===== src/rtl/param_type_serializer.sv =====
// Serializes one value of packed type T into N_BEATS beats of BEAT_W bits.
// Build option: define PARAM_TYPE_SERIALIZER_MSB_FIRST_EN for most-significant-beat-first order.
module param_type_serializer #(
  parameter type         T       = bit [31:0],
  parameter int unsigned BEAT_W  = 8,
  localparam int unsigned N_BEATS = ($bits(T) + BEAT_W - 1) / BEAT_W,
  localparam type        CNT_T   = logic [$clog2(N_BEATS + 1)-1:0]
) (
  input  logic              clk,
  input  logic              rst_n,
  input  logic              in_valid_i,
  output logic              in_ready_o,
  input  T                  in_data_i,
  output logic              out_valid_o,
  input  logic              out_ready_i,
  output logic [BEAT_W-1:0] out_data_o,
  output logic              out_last_o
);

  localparam int unsigned TW = $bits(T);
  localparam int unsigned PW = N_BEATS * BEAT_W;

  typedef enum logic [0:0] {StIdle, StSend} state_e;

  state_e        state_q;
  CNT_T          cnt_q;
  logic [PW-1:0] shift_q;
  logic [PW-1:0] load_val;
  logic [PW-1:0] shift_nxt;
  logic          out_valid_q;
  logic          out_last_q;

  always_comb begin
    load_val = '0;
    load_val[TW-1:0] = in_data_i;
`ifdef PARAM_TYPE_SERIALIZER_MSB_FIRST_EN
    // Left-align so padding lands in the low bits of the final beat.
    load_val  = load_val << (PW - TW);
    shift_nxt = shift_q << BEAT_W;
`else
    shift_nxt = shift_q >> BEAT_W;
`endif
  end

`ifdef PARAM_TYPE_SERIALIZER_MSB_FIRST_EN
  assign out_data_o = shift_q[PW-1 -: BEAT_W];
`else
  assign out_data_o = shift_q[BEAT_W-1:0];
`endif

  assign out_valid_o = out_valid_q;
  assign out_last_o  = out_last_q;

  // Accepting during the final beat's handshake gives zero-bubble back-to-back values.
  assign in_ready_o = (state_q == StIdle) ||
                      ((state_q == StSend) && out_ready_i && out_last_q);

  always_ff @(posedge clk or negedge rst_n) begin
    if (!rst_n) begin
      state_q     <= StIdle;
      cnt_q       <= '0;
      shift_q     <= '0;
      out_valid_q <= 1'b0;
      out_last_q  <= 1'b0;
    end else begin
      unique case (state_q)
        StIdle: begin
          if (in_valid_i) begin
            state_q     <= StSend;
            shift_q     <= load_val;
            cnt_q       <= CNT_T'(N_BEATS - 1);
            out_valid_q <= 1'b1;
            out_last_q  <= (N_BEATS == 1);
          end
        end
        StSend: begin
          if (out_ready_i) begin
            if (cnt_q != '0) begin
              shift_q    <= shift_nxt;
              cnt_q      <= cnt_q - CNT_T'(1);
              out_last_q <= (cnt_q == CNT_T'(1));
            end else if (in_valid_i) begin
              shift_q     <= load_val;
              cnt_q       <= CNT_T'(N_BEATS - 1);
              out_valid_q <= 1'b1;
              out_last_q  <= (N_BEATS == 1);
            end else begin
              state_q     <= StIdle;
              out_valid_q <= 1'b0;
              out_last_q  <= 1'b0;
            end
          end
        end
        default: state_q <= StIdle;
      endcase
    end
  end

endmodule

===== config.mk =====
export PLATFORM = sky130hd
export DESIGN_NAME = param_type_serializer
export DESIGN_NICKNAME = d
export VERILOG_FILES = /design/src/rtl/param_type_serializer.sv
export SDC_FILE = /design/constraint.sdc
export NUM_CORES = 1
export LEC_CHECK = 0
export CAP_MARGIN = 40
export CORE_MARGIN = 10
export CORE_UTILIZATION = 47
export DETAILED_ROUTE_END_ITERATION = 6
export GPL_ROUTABILITY_DRIVEN = 0
export PLACE_DENSITY = 0.86
export SLEW_MARGIN = 20
export SYNTH_ARGS = -nofsm -noshare
export SYNTH_HDL_FRONTEND = slang
export SYNTH_SLANG_ARGS = --single-unit

===== constraint.sdc =====
create_clock -name clk -period 1.9 [get_ports clk]
set_clock_uncertainty 0.1 [all_clocks]
set_input_delay 0.285 -clock clk [delete_from_list [all_inputs] [get_ports clk]]
set_output_delay 0.285 -clock clk [all_outputs]
set_load 0.01 [all_outputs]

* After elaboration in Yosys (flattened, before gate mapping)
Index checks and enable logic that the tools add are counted.
** Storage, ports and cells
- Register bits :: 38
- Bits of input ports :: 36
- Output and inout port bits :: 11
- Word-level logic and storage cells :: 37
** Cells by class
- Add/sub/neg operators :: 1
- Equal/unequal tests :: 4
- Muxes and demuxes :: 20
- Bitwise logic cells :: 1
- Reduce and logical (&&, ||, !) cells :: 6
** Operator list (number)
- 32-bit two-way mux :: 3
- 32-bit case mux with 2 select lines :: 1
- 1-bit two-way mux :: 9
- 3-bit two-way mux :: 3
- 2-bit inequality test, second input constant :: 3
- 1-bit case mux with 2 select lines :: 3
- 3-bit case mux with 2 select lines :: 1
- 3-bit by 1-bit equality test with 1-bit output, second input constant :: 1
- 3-bit AND reduction :: 1
- 3-bit nonzero test :: 1
- 3-bit by 1-bit subtractor with 3-bit output, second input constant :: 1
- 1-bit logical AND :: 2
- 2-bit AND reduction :: 1
- 1-bit logical OR :: 1
- 1-bit inverter :: 1

* Longest topological paths before layout
Gate-level depths: netlist (run 1).
- Word-level depth :: 4
- Depth in mapped cells :: 6
- Gate-level depth less buffers :: 5

* Worst setup path after synthesis (run 1)
No wires, ideal clock.
- Kind :: reg-to-reg
- Start point :: reg cnt_q[0] (netlist bit)
- End point :: reg cnt_q[0] (netlist bit)
- Library setup time :: 0.124 ns
- Arrival :: 1.400 ns
- Data required time :: 1.676 ns
- Slack :: 0.276 ns
- Stages on the path, launching flop included :: 7
- Buffers on the path :: 1
- Period minus slack after synthesis :: 1.624 ns
- Cells stage by stage :: dfrtp_1 -> inv_1 -> ha_1 -> nor2b_2 -> a21o_1 -> buf_2 -> a211o_1
** Between the ends
- Word-level cells in the longest chain between the ends :: 4
- Elaborated cells on any way between the ends :: 6
- Those cells by class :: add/sub: 1; mux: 4; reduce/logical: 1
** Ends and longest elaborated chain
- from (decl) :: RTL line 26 : CNT_T cnt_q;
- from (signal assigned) :: RTL line 71 : cnt_q <= CNT_T'(N_BEATS - 1);
- from (signal assigned) :: RTL line 80 : cnt_q <= cnt_q - CNT_T'(1);
- from (signal assigned) :: RTL line 84 : cnt_q <= CNT_T'(N_BEATS - 1);
- 3-bit by 1-bit subtractor with 3-bit output, or another cell as far along :: RTL line 80
- 3-bit two-way mux :: RTL line 78 : if (cnt_q != '0) begin
- 3-bit two-way mux :: RTL line 77 : if (out_ready_i) begin
- 3-bit case mux with 2 select lines * :: RTL line 66 : unique case (state_q)
Every way passes the cells marked *; elsewhere a longest branch is shown, timed or not. The select of a mux whose other input is x is not followed.
A chain may end at the register's enable or synchronous reset.

* Worst setup path after layout (run 1)
- Start point :: reg state_q
- End point :: out in_ready_o
** Between the ends
- Word-level cells in the longest chain between the ends :: 3
- Elaborated cells on any way between the ends :: 4
- Those cells by class :: bitwise: 1; reduce/logical: 3
** Ends and longest elaborated chain
- from (decl) :: RTL line 25 : state_e state_q;
- from (signal assigned) :: RTL line 60 : state_q <= StIdle;
- from (signal assigned) :: RTL line 69 : state_q <= StSend;
- from (signal assigned) :: RTL line 88 : state_q <= StIdle;
- 1-bit logical AND (2 in series) :: RTL line 56 : ((state_q == StSend) && out_ready_i && out_last_q);
- 1-bit logical OR * :: RTL line 55 : assign in_ready_o = (state_q == StIdle) ||
- to (decl) :: RTL line 12 : output logic in_ready_o,
Every way passes the cells marked *; elsewhere a longest branch is shown, timed or not.

==> impl_metrics.toml, run 1 <==
[global_routing]
gr-total-overflow = 0
use_met3_pct = 3.60
antenna_found_initial = 0
grt_max_degree = 39
grt_use_met2_pct = 21.3
grt-busiest-layer = "met2"
track_usage_pct = 13.3
grt_pass1_wl_um = 8120
grt_pass1_vias = 1702
grtUsageMet1_pct = 16.3

[clock_network]
path_clk_slew_ns = 0.07
insertion_delay_ns = 0.29
cts_htree_levels = 2
cts-root-buf = "clkbuf_8"
cts_inserted_buffers = 5
clkSinkCount = 38
cts_tree = "done"
clk_path_buf_depth = 2

[placement]
pre_cts_ws_ns = 0.0983
dpl.cell_count = 282
hpwl_um = 3530
port_buffers = 46

[layout]
antennaDiodeCount = 0
final_util_pct = 63.5
syn_to_final_growth_pct = 27.7
final_cell_mix = "clkdlybuf4s50_1, dfrtp_1, nand2_1"
final_cells = 291
final_common_cell = "clkdlybuf4s50_1"
drive_gt1_share_pct = 9.54
fin_nets = 279

[timing]
worst_slack_ns = 0.107
fin_crit_sh_pct = 94.4
hold_violations = 0
max_freq_mhz = 558
hold_slack_ns = 0.333
rsz0062_at_grt = "no"
finalSetupViolations = 0
setup_tns_ns = 0
report.final.slew_viol_count = 0
finalCriticalPeriod_ns = 1.79
worst_slew_pin_slew_ns = 0.476
relSlewSlack_pct = 68.3

[floorplan]
die_y_um = 86.0
rows = 23
io_pins = 47
dieArea_sq_um = 7390
coreArea_sq_um = 4120
initial_utilization_pct = 49.7
die_w_um = 86.0

[logic_synthesis]
synth_edf_count = 0
yosysUniqueCellTypes = 29
postSynthCellCount = 200
synthFlopType = "dfrtp_1"
synth_nets = 239
synth-seq-cells = 38
synth_seq_area_share_pct = 46.5
synthesis.area_sq_um = 2050
yosysWarnings = 0
postSynthAreaPerCell_sq_um = 10.2
async_flop_share_pct = 100

[route]
via_count = 1633
wl_per_cell_um = 17.1
finalWirelength_um = 4970
post_drt_via_cell_ratio = 5.61
ant_nets = 0
drcViolationCount = 0
dr.pass1.iters = 4
drtIter0Drc = 95

[setup_path]
critPathTopFamily = "buffers and inverters"
arrival_ns = 1.41
cp-end-kind = "output pin"
startpoint_type = "flip-flop"
required_ns = 1.51
ff2ff_setup_slack_ns = 0.18
crit_chain = "nand2_1 > clkdlybuf4s50_1"
critPathKind = "reg -> out"
crit_path_max_fanout = 9
crit_buf_inv = 1
slowest_stage = "clkdlybuf4s50_1"
cpPeakStageDelay_ns = 0.53

[run_status]
status = "finished, final reports clean"

[power_and_ir_drop]
vdd.ir_drop.worst_mv = 0.824
leakage_nw = 1.18
power.density_nw_per_um2 = 1260

[worst_hold_path]
hold_class = "in -> reg"

[job]
cap_viol_max_count = 0
## what timing repair did
item / 4_1_cts / 5_1_grt
hold endpoints to repair: 38 / 0
buffers inserted: 0 / 0
hold buffers: 1 / 0
gates resized for setup: 0 / 0
## layout make-up
class	count	area [sq um]
inverters	28	105
flip-flops and latches	38	951
fillers	335	1500
multi-input cells	112	851
clock buffers	8	110
well taps	50	62.6
repair buffers	55	533
## cells in the mapped netlist (3+ instances only)
library cell | instances | area [sq um]
dfrtp_1 | 38 | 951
nand2_1 | 31 | 116
inv_1 | 28 | 105
mux2i_1 | 25 | 250
o221ai_1 | 24 | 210
buf_2 | 9 | 45.0
a32o_1 | 8 | 80.1
buf_4 | 8 | 60.1
clkbuf_1 | 3 | 11.3
ha_1 | 3 | 37.5
## final timing paths
path / cells after the start / startpoint / end
max: 2 / state_q / in_ready_o
min: 2 / in_valid_i / cnt_q[2]
max reg2reg: 5 / cnt_q[0] / shift_q[26]
min reg2reg: 1 / shift_q[26] / shift_q[26]
max in group asynchronous: 3 / rst_n / shift_q[18]
min in group asynchronous: 3 / rst_n / shift_q[12]
## state kept, by name (all words and copies together) (netlist names)
name	cells
cnt_q	3
out_last_o	1
out_valid_o	1
shift_q	32
state_q	1
## stage by stage
step	power [mW]	instance area (sq um)
after CTS	3.31	2610
after global placement	2.59	2490
after floorplan	2.23	2050
after global routing	3.51	2610
final	3.30	2610
after detailed placement	2.66	2490
## layer usage
layer | part of all wire, % | vias up
li1 | - | 785
met1 | 43 | 785
met2 | 49 | 56
met3 | 6.5 | 7
met4 | 1.6 | 0
met5 | 0 | -
## power breakdown
| part | internal (mW) | switching, mW | total [mW] |
|---|---|---|---|
| combinational | 0.649 | 0.622 | 1.27 |
| sequential | 1.12 | 0.255 | 1.38 |
| clock | 0.366 | 0.280 | 0.646 |
| total | 2.14 | 1.16 | 3.30 |
## logic make-up (layout without fill, tap and decap cells)
logic type      count (synthesis)  in the layout  share of synthesized area [%]
compound gates                 45             45                           19.0
flops                          38             38                           46.5
mux                            25             25                           12.2
fa+ha+maj                       3              3                           1.84
simple gates                   39             39                           8.50
buf+inv                        50             91                           11.9
Power figures use the tool's default switching activity.
==> run 2: changes to the inputs <==
--- a/config.mk
+++ b/config.mk
@@ -7,10 +7,10 @@
 export LEC_CHECK = 0
 export CAP_MARGIN = 40
 export CORE_MARGIN = 10
-export CORE_UTILIZATION = 47
+export CORE_UTILIZATION = 45
 export DETAILED_ROUTE_END_ITERATION = 6
 export GPL_ROUTABILITY_DRIVEN = 0
-export PLACE_DENSITY = 0.86
+export PLACE_DENSITY = 0.83
 export SLEW_MARGIN = 20
 export SYNTH_ARGS = -nofsm -noshare
 export SYNTH_HDL_FRONTEND = slang
==> run 2 against run 1 <==
Net effect:
- sequential power hardly changed
- cell area fell by 0.29%
- utilization is 4.1 points lower
- critical path type is now in -> out
- via count fell by 1.5%
==> impl_metrics.toml, run 2 (synthesis gave the netlist of run 1 again) <==
[route]
wl_per_cell_um = 16.1
via_count = 1609
post_drt_via_cell_ratio = 5.51
dr.pass1.iters = 4
finalWirelength_um = 4700
ant_nets = 0
drtIter0Drc = 116
drcViolationCount = 0

[setup_path]
arrival_ns = 1.44
crit_path_max_fanout = 2
cp-end-kind = "output pin"
startpoint_type = "input port"
critPathTopFamily = "buffers and inverters"
crit_buf_inv = 2
cpPeakStageDelay_ns = 0.54
required_ns = 1.51
path_depth = 4
rr_worst_depth = 6
critPathKind = "in -> out"
crit_chain = "clkdlybuf4s50_1 > nand2_1 > nand2_1 > clkdlybuf4s50_1"
slowest_stage = "clkdlybuf4s50_1"

[global_routing]
gr-total-overflow = 0
grt_pass1_vias = 1729
grt_pass1_wl_um = 8160
grt_max_degree = 39
antenna_found_initial = 0
track_usage_pct = 13.1

[floorplan]
die_w_um = 87.4
die_y_um = 87.4
io_pins = 47
dieArea_sq_um = 7640
initial_utilization_pct = 46.7
rows = 24
coreArea_sq_um = 4380

[timing]
setup_tns_ns = 0
report.final.slew_viol_count = 0
worst_slew_pin_slew_ns = 0.485
finalSetupViolations = 0
hold_violations = 0
relSlewSlack_pct = 67.7
rsz0062_at_grt = "no"
max_freq_mhz = 548
fin_crit_sh_pct = 96.0
finalCriticalPeriod_ns = 1.82

[clock_network]
cts_htree_levels = 2
cts_inserted_buffers = 5
cts_tree = "done"
cts_setup_buffers = 0
insertion_delay_ns = 0.29
cts-root-buf = "clkbuf_8"
clkSinkCount = 38
clk_path_buf_depth = 2
path_clk_slew_ns = 0.06

[placement]
hpwl_um = 3280
dpl.cell_count = 283
port_buffers = 46

[power_and_ir_drop]
vdd.ir_drop.worst_mv = 0.537
leakage_nw = 1.17
power.density_nw_per_um2 = 1270

[layout]
n_fill_cell = 367
final_common_cell = "clkdlybuf4s50_1"
regMostFlops = "shift_q"
largest_reg_flops = 32
syn_to_final_growth_pct = 27.3
final_cell_mix = "clkdlybuf4s50_1, dfrtp_1, nand2_1"
fin_nets = 278
final_cells = 292
antennaDiodeCount = 0
reg.largest.list = "shift_q: 32 flops, cnt_q: 3 flops"
drive_gt1_share_pct = 8.75

[run_status]
status = "finished, final reports clean"

[worst_hold_path]
hold_class = "in -> reg"
min_path_cells = 2

[job]
cap_viol_max_count = 0
==> run 2: changes by cell type in the layout (fill, tap and decap cells not counted) <==
cell	change
clkbuf_1	+2
a21o_1	-1
a21o_2	+1
clkbuf_8	-3
buf_4	-1
bufinv_16	+1
==> run 2: path summary, 6_finish.rpt <==
| path | slack (ns) | end | startpoint |
|---|---|---|---|
| worst min-delay path | 0.33 | cnt_q[2] | in_valid_i |
| worst min register to register | 0.40 | shift_q[28] | shift_q[28] |
| worst max register to register | 0.18 | shift_q[16] | cnt_q[0] |
| max in group asynchronous | 0.89 | shift_q[19] | rst_n |
| worst max-delay path | 0.08 | in_ready_o | out_ready_i |
| min in group asynchronous | 0.47 | cnt_q[2] | rst_n |
==> run 2: layer usage <==
| layer | wire (um) | part of all wire (%) | track usage (%) | vias up |
|---|---|---|---|---|
| met2 | 2230 | 47 | 20.8 | 34 |
| met1 | 2060 | 44 | 15.4 | 788 |
| met4 | 88 | 1.9 | 5.36 | 0 |
| li1 | - | - | - | 781 |
| met3 | 325 | 6.9 | 5.15 | 6 |
| met5 | 0 | 0 | 0 | - |
==> run 2: final cells by class <==
cell class | count | area [sq um] | share of cell area [%]
inverter | 28 | 105 | 4.03
tap | 52 | 65.1 | 2.50
clock inverter | 1 | 30.0 | 1.15
timing repair buffer | 54 | 526 | 20.2
sequential | 38 | 951 | 36.5
clock buffer | 7 | 76.3 | 2.93
multi-input combinational | 112 | 852 | 32.7
==> run 2: repair_timing <==
item	CTS	global route
setup endpoints to repair	0	8
hold buffers	1	0
gates resized for setup	0	1
hold endpoints to repair	38	0
==> run 2: report_power, final <==
group          total, mW  internal, mW  leakage (nW)  switching, mW
Sequential          1.37          1.12         0.501          0.242
Clock              0.678         0.393        0.0524          0.285
Combinational       1.26         0.647         0.615          0.612
==> run 2: through the flow <==
step | cell area, sq um | total power [mW] | worst slack [ns] | util [%] | hold WS, ns
global placement | 2490 | 2.59 | 0.113 | 56.7 | 0.260
detailed placement | 2490 | 2.64 | 0.0667 | 56.7 | 0.265
global route | 2610 | 3.56 | 0.0256 | 59.4 | 0.344
CTS | 2600 | 3.32 | 0.0657 | 59.4 | 0.324
floorplan | 2050 | 2.23 | 0.276 | - | -0.111
finish | 2610 | 3.30 | 0.0761 | 59.4 | 0.325
==> run 2: worst reg2reg max path, stage by stage (launching register included) <==
cell and delay [ns]:
dfrtp_1 0.40, inv_1 0.12, ha_1 0.21, nor2b_2 0.32, a21oi_2 0.11, buf_4 0.20
o221ai_1 0.17
==> run 3: changes to the inputs <==
--- a/config.mk
+++ b/config.mk
@@ -11,6 +11,7 @@
 export DETAILED_ROUTE_END_ITERATION = 6
 export GPL_ROUTABILITY_DRIVEN = 0
 export PLACE_DENSITY = 0.83
+export REMOVE_ABC_BUFFERS = 1
 export SLEW_MARGIN = 20
 export SYNTH_ARGS = -nofsm -noshare
 export SYNTH_HDL_FRONTEND = slang
==> run 3 against run 2 <==
Net effect:
- combinational power is essentially flat
- cell count grew 0.34%
- maximum frequency grew 1.7%
- highest routed layer unchanged
- critical endpoint unchanged
- critical path depth is the same
- via count is essentially flat
- worst hold slack gained 0.014 ns
- die area is the same
- non-clock buffer count grew 2
- first-iteration DRC count shrank 27%
- sequential share of layout area grew 0.23 points
==> impl_metrics.toml, run 3 (synthesis gave the netlist of run 1 again) <==
[run_status]
status = "finished, final reports clean"

[clock_network]
cts_htree_levels = 2
cts_tree = "done"
insertion_delay_ns = 0.29
cts_resized = 0
cts-root-buf = "clkbuf_8"
clk_path_buf_depth = 2
cts.hold.buffers_added = 1
cts_inserted_buffers = 5
clkSinkCount = 38
cts_setup_buffers = 0
path_clk_slew_ns = 0.06

[power_and_ir_drop]
power_frac_seq_pct = 43.4
power_frac_comb_pct = 40.0
power.switching_mw = 1.12
fin_total_pwr_mw = 3.15
vdd.ir_drop.worst_mv = 0.548
p_sw_share_pct = 35.6
clkPwrFrac_pct = 16.6
power.density_nw_per_um2 = 1220
p_int_mw = 2.03
leakage_nw = 1.17

[job]
cap_viol_max_count = 0

[layout]
regMostFlops = "shift_q"
n_fill_cell = 380
syn_to_final_growth_pct = 26.5
antennaDiodeCount = 0
reg.largest.list = "shift_q: 32 flops, cnt_q: 3 flops"
fin_nets = 280
final_cells = 293
final_cell_mix = "clkdlybuf4s50_1, dfrtp_1, nand2_1"
final_util_pct = 59.0
drive_gt1_share_pct = 8.71
largest_reg_flops = 32
final_common_cell = "clkdlybuf4s50_1"

[timing]
fin_crit_sh_pct = 94.4
relSlewSlack_pct = 55.4
setup_tns_ns = 0
finalCriticalPeriod_ns = 1.79
finalSetupViolations = 0
max_freq_mhz = 558
report.final.slew_viol_count = 0
worst_slack_ns = 0.107
hold_violations = 0
worst_slew_pin_slew_ns = 0.669
rsz0062_at_grt = "no"

[route]
drtIter0Drc = 85
via_count = 1608
post_drt_via_cell_ratio = 5.49
ant_nets = 0
wl_per_cell_um = 16.5
finalWirelength_um = 4830
drcViolationCount = 0
dr.pass1.iters = 4

[setup_path]
required_ns = 1.51
critPathKind = "in -> out"
cp-end-kind = "output pin"
arrival_ns = 1.41
crit_path_max_fanout = 2
startpoint_type = "input port"

[placement]
pre_cts_ws_ns = 0.0818
hpwl_um = 3490
dpl.cell_count = 285
port_buffers = 46

[floorplan]
rows = 24
dieArea_sq_um = 7640
initial_utilization_pct = 46.7
die_y_um = 87.4
die_w_um = 87.4
io_pins = 47
coreArea_sq_um = 4380

[global_routing]
grt_pass1_vias = 1686
track_usage_pct = 13.1
gr-total-overflow = 0
grt_max_degree = 30
antenna_found_initial = 0
grt_pass1_wl_um = 7940

[worst_hold_path]
hold_class = "in -> reg"
-- run 3: worst paths after layout --
check	startpoint	end	slack, ns	cells past startpoint
worst max register to register	cnt_q[0]	cnt_q[0]	0.18	5
worst min register to register	shift_q[25]	shift_q[25]	0.40	1
max in group asynchronous	rst_n	shift_q[16]	0.64	3
worst min-delay path	in_valid_i	state_q	0.34	3
worst max-delay path	out_ready_i	in_ready_o	0.11	4
min in group asynchronous	rst_n	shift_q[19]	0.46	2
-- run 3: metrics by stage --
stage	hold WS [ns]	cell area (sq um)
after floorplan	-0.111	1910
after global placement	0.243	2500
after detailed placement	0.254	2500
after CTS	0.337	2590
after global routing	0.353	2590
final	0.339	2590
-- run 3: area by class of cell --
cell class	instances	area [sq um]	share of cell area, %
clock buffers	7	76.3	2.95
flip-flops and latches	38	951	36.7
inverters	28	105	4.06
repair buffers	56	541	20.9
well taps	52	65.1	2.51
multi-input cells	112	851	32.9
-- run 3: critical path, cell delays in order --
cell	delay (ns)
clkdlybuf4s50_1	0.47
nand2_1	0.05
nand2_1	0.06
clkdlybuf4s50_1	0.54
-- run 3: metal layers --
metal  track usage, %  vias up  share of wire, %
met3             3.56        7               5.0
met2             22.3       34                51
met1             14.6      780                42
met4             6.52        0               2.0
met5                0        -                 0
li1                 -      787                 -
-- run 3: power groups by stage --
stage,combinational [mW],sequential (mW),clock [mW]
final,1.26,1.37,0.524
after global routing,1.41,1.42,0.574
after CTS,1.29,1.36,0.539
after detailed placement,1.28,1.38,0
after global placement,1.23,1.36,0
after floorplan,0.684,1.37,0
